$ cat src/rtl/hex_scan_ctrl.sv
// Four-digit multiplexed seven-segment scan controller sharing one external
// hex decoder; display updates are deferred to frame boundaries.
module hex_scan_ctrl #(
  parameter int unsigned DIV = 50000,
  parameter int unsigned GAP = 2
) (
  input  logic        clk,
  input  logic        rst,
  input  logic        load_val,
  input  logic [15:0] val,
  output logic        load_ready,
  input  logic        lzb_en,
  input  logic        blank_all,
  output logic [3:0]  nib,
  input  logic [6:0]  seg_in,
  output logic [6:0]  seg_n,
  output logic [3:0]  dig_n
);

  localparam int unsigned CMAX = (DIV > GAP) ? DIV : GAP;
  localparam int unsigned CW   = (CMAX > 1) ? $clog2(CMAX) : 1;
  localparam logic [CW-1:0] DIV_LAST = CW'(DIV - 1);
  localparam logic [CW-1:0] GAP_LAST = CW'(GAP - 1);

  typedef enum logic {
    S_SHOW,
    S_GAP
  } state_t;

  state_t      state, state_nx;
  logic [CW-1:0] cnt, cnt_nx;
  logic [1:0]  idx, idx_nx;
  logic [15:0] active, active_nx;
  logic [15:0] pending, pending_nx;
  logic        pend_v, pend_v_nx;

  logic accept;
  logic boundary;
  logic blanked;

  always_ff @(posedge clk) begin
    if (rst) begin
      state   <= S_GAP;
      cnt     <= '0;
      idx     <= 2'd3;
      active  <= '0;
      pending <= '0;
      pend_v  <= 1'b0;
    end else begin
      state   <= state_nx;
      cnt     <= cnt_nx;
      idx     <= idx_nx;
      active  <= active_nx;
      pending <= pending_nx;
      pend_v  <= pend_v_nx;
    end
  end

  always_comb begin
    state_nx   = state;
    cnt_nx     = cnt + CW'(1);
    idx_nx     = idx;
    active_nx  = active;
    pending_nx = pending;
    pend_v_nx  = pend_v;

    accept   = load_val && !pend_v;
    boundary = (state == S_GAP) && (cnt == GAP_LAST) && (idx == 2'd3);

    case (state)
      S_SHOW: begin
        if (cnt == DIV_LAST) begin
          state_nx = S_GAP;
          cnt_nx   = '0;
        end
      end
      S_GAP: begin
        if (cnt == GAP_LAST) begin
          state_nx = S_SHOW;
          cnt_nx   = '0;
          idx_nx   = idx + 2'd1;
        end
      end
      default: begin
        state_nx = S_GAP;
        cnt_nx   = '0;
      end
    endcase

    // A value accepted on the boundary cycle bypasses the pending slot so it
    // shows in the very next frame without ever dropping load_ready.
    if (boundary && pend_v) begin
      active_nx = pending;
      pend_v_nx = 1'b0;
    end else if (boundary && accept) begin
      active_nx = val;
    end else if (accept) begin
      pending_nx = val;
      pend_v_nx  = 1'b1;
    end
  end

  always_comb begin
    blanked = 1'b0;
    if (lzb_en) begin
      case (idx)
        2'd3:    blanked = (active[15:12] == 4'h0);
        2'd2:    blanked = (active[15:8] == 8'h00);
        2'd1:    blanked = (active[15:4] == 12'h000);
        default: blanked = 1'b0;
      endcase
    end
  end

  assign load_ready = !pend_v;
  assign nib        = active[{idx, 2'b00} +: 4];
  assign seg_n      = blanked ? 7'h7F : seg_in;
  assign dig_n      = (blank_all || state == S_GAP) ? 4'b1111 : ~(4'b0001 << idx);

endmodule

$ cat config.mk
export PLATFORM = sky130hd
export DESIGN_NAME = hex_scan_ctrl
export DESIGN_NICKNAME = d
export VERILOG_FILES = /design/src/rtl/hex_scan_ctrl.sv
export SDC_FILE = /design/constraint.sdc
export NUM_CORES = 1
export LEC_CHECK = 0
export ABC_CLOCK_PERIOD_IN_PS = 2910
export BUFFER_PORTS_ARGS = -buffer_cell sky130_fd_sc_hd__buf_2
export CAP_MARGIN = 20
export CORE_ASPECT_RATIO = 1.5
export CORE_MARGIN = 3
export CORE_UTILIZATION = 45
export CTS_CLUSTER_DIAMETER = 150
export DETAILED_ROUTE_END_ITERATION = 12
export PLACE_DENSITY_LB_ADDON = 0.08
export SLEW_MARGIN = 20
export SYNTH_ARGS = -nofsm -noshare
export SYNTH_HDL_FRONTEND = slang
export SYNTH_SLANG_ARGS = --single-unit
$ cat constraint.sdc
create_clock -name clk -period 2.91 [get_ports clk]
set_input_delay 0.582 -clock clk [delete_from_list [all_inputs] [get_ports clk]]
set_output_delay 0.582 -clock clk [all_outputs]
set_load 0.1 [all_outputs]
==> results_dict.tcl <==
set metrics [dict create \
    synth-seq-cells 52 \
    grt_max_degree 43 \
    fp.dieArea_um2 7820 \
    htreeDepth 2 \
    worst_slack_ps 324 \
    slowest_delay_ps 500 \
    tightest_slew_ps 795 \
    post-place-ws_ps 380 \
    synth_seq_area_share 0.341 \
    yosys_warnings 0 \
    worstSkewPairLatency_ps 310 \
    hold_viol 0 \
    clock_path_buffers 2 \
    ys.flop_type "dfxtp_1" \
    critical_path_class "flop to primary output" \
    ys_types 44 \
    start_util 0.467 \
    placed_area_um2 3420 \
    tritoncts "done" \
    wl_per_cell_um 16.7 \
    avgSynthCellArea_um2 8.52 \
    synth.net_count 393 \
    grt_pass1_vias 2676 \
    async_flop_share 0 \
    post_cts_resized 0 \
    min_period_over_period 0.889 \
    diodes 0 \
    grtUsageTotal 0.207 \
    ir_drop_uv 263 \
    die_y_um 107 \
    crit_required_ps 2330 \
    power_density_nw_per_um2 663 \
    remaining_drc_errors 0 \
    postCtsSetupBuffers 0 \
    final_antenna_net_count 0 \
    place.gp.congestion 0.828 \
    cp.arrival_ps 2000 \
    cts_buffers 5 \
    start_kind "flop" \
    nets 422 \
    timing.fmax_mhz 387 \
    synth_edf_count 0 \
    p_leak_nw 1.26 \
    setup_violations 0 \
    status "finished clean" \
    drt_iter0_markers 179 \
    cts_sinks 52 \
    grt_pass1_wl_um 12900 \
    finalInstanceArea_um2 3530 \
    portBuffers 43 \
    core_area_um2 6530 \
    holdBufCountCts 0 \
    fin_tns_setup_ps 0 \
    synthesis.area_um2 3050 \
    root_buffer "clkbuf_8" \
    die_w_um 73.2 \
    crit_path_max_fanout 8 \
    fin_skew_ps 11.8 \
    nFillCells 623 \
    antenna_found_initial 0 \
    io_pins 44 \
    grt_overflow 0 \
    maxCapViolations 0 \
    max_slew_margin 0.470 \
    wirelength_um 7730 \
    crit_slowest_cell "dfxtp_1" \
    viasPerCell 6.04 \
    dp_hpwl_um 5460 \
    period_minus_slack_ps 2590 \
    dr_total_vias 2802 \
    dr.pass1.iters 4 \
    maxSlewViolCount 0 \
    rsz0062_at_grt "no" \
    netlist_instances 358 \
    clk_pin_slew_worst_paths_ps 80 \
    cp_cell_sequence "inv_1, ha_1, nor2b_1, nand3_1, o21ai_1, or2_2, buf_12" \
    drive_gt1_frac 0.227 \
    area_growth_pct 15.8 \
    row_count 36 \
    holdCritPathClass "flop to flop" \
    critPathCaptureType "primary output" \
]
## final timing paths
path           from   endpoint  slack (ps)  depth (start not counted)
min reg2reg  cnt[0]     cnt[0]         480                          1
min          cnt[0]     cnt[0]         480                          1
max          idx[1]   seg_n[0]         320                          7
max reg2reg  idx[1]  active[1]         900                          5
## cells in the mapped netlist (all sizes together), types with 10 or more instances
| master | number | area share |
|---|---|---|
| a21oi | 19 | 0.031 |
| a31oi | 16 | 0.033 |
| and3 | 16 | 0.033 |
| clkbuf | 27 | 0.033 |
| dfxtp | 52 | 0.34 |
| nand2 | 59 | 0.073 |
| nor2 | 18 | 0.022 |
| nor3b | 16 | 0.039 |
| nor4b | 18 | 0.056 |
| o311ai | 16 | 0.046 |
| o32ai | 16 | 0.068 |
| or2 | 10 | 0.021 |
| xnor2 | 11 | 0.032 |
## power by group
group | total, mW | switching (mW) | internal (mW) | leakage, nW
logic | 0.976 | 0.643 | 0.333 | 0.782
clock network | 0.491 | 0.235 | 0.256 | 0.0552
registers | 0.875 | 0.0813 | 0.794 | 0.423
## final cells by class
cell class                 count  area [um^2]  area share
multi-input combinational    266         1850       0.522
sequential                    52         1040       0.295
timing repair buffer          53          408       0.115
tap                           76         95.1      0.0269
clock buffer                   6         72.6      0.0205
clock inverter                 2         35.0     0.00992
inverter                       9         33.8     0.00956
## routing by layer
metal  global-route usage  wire length (um)
met1                0.245              3190
met2                0.370              4090
met3               0.0300               301
met4               0.0752               141
met5                    0                 0
## worst max-delay path: cells and delay by family, from the launching register on
family | cells | cell delay, ps
DFF | 1 | 500
buffers and inverters | 2 | 310
adders and majority gates | 1 | 200
AOI/OAI and AO/OA | 1 | 280
and+or+nand+nor | 3 | 420
## stage by stage
stage | cells | hold WS [ps] | total power, mW | utilization
global placement | 456 | 445 | 1.85 | 0.524
floorplan | 358 | 433 | 1.58 | -
finish | 464 | 476 | 2.34 | 0.541
detailed placement | 456 | 467 | 1.87 | 0.524
global route | 464 | 514 | 2.48 | 0.541
CTS | 464 | 488 | 2.36 | 0.541
## sequential cells by signal, indices dropped and copies added (netlist names)
| name | count |
|---|---|
| state | 1 |
| pend_v | 1 |
| cnt | 16 |
| active | 16 |
| idx | 2 |
| pending | 16 |
## layout by cell type, fill, tap and decap left out, types with 2 or more instances in the layout
master     n
nand2_1   59
dfxtp_1   51
buf_2     36
a21oi_1   19
nor2_1    18
and3_1    16
nor4b_1   16
a31oi_1   16
nor3b_1   16
o311ai_0  16
xnor2_1   11
o32ai_2    9
buf_4      9
inv_1      8
or2_2      8
buf_12     8
nor4_1     7
o32ai_1    7
ha_1       7
nand3_1    6
nand4_1    5
clkbuf_8   5
mux4_2     4
nor3_1     3
nor4b_2    2
o211ai_1   2
xor2_1     2
o21ai_0    2
## logic make-up (layout without fill, tap and decap cells)
kind of cell / after synthesis / after routing / share of synthesized area
simple gates: 167 / 167 / 0.313
compound gates: 74 / 74 / 0.194
flops: 52 / 52 / 0.341
buf+inv: 40 / 70 / 0.0533
xor+xnor: 13 / 13 / 0.0373
fa+ha+maj: 7 / 7 / 0.0287
mux: 5 / 5 / 0.0328
Note: power is estimated with default switching activity, not from simulation.
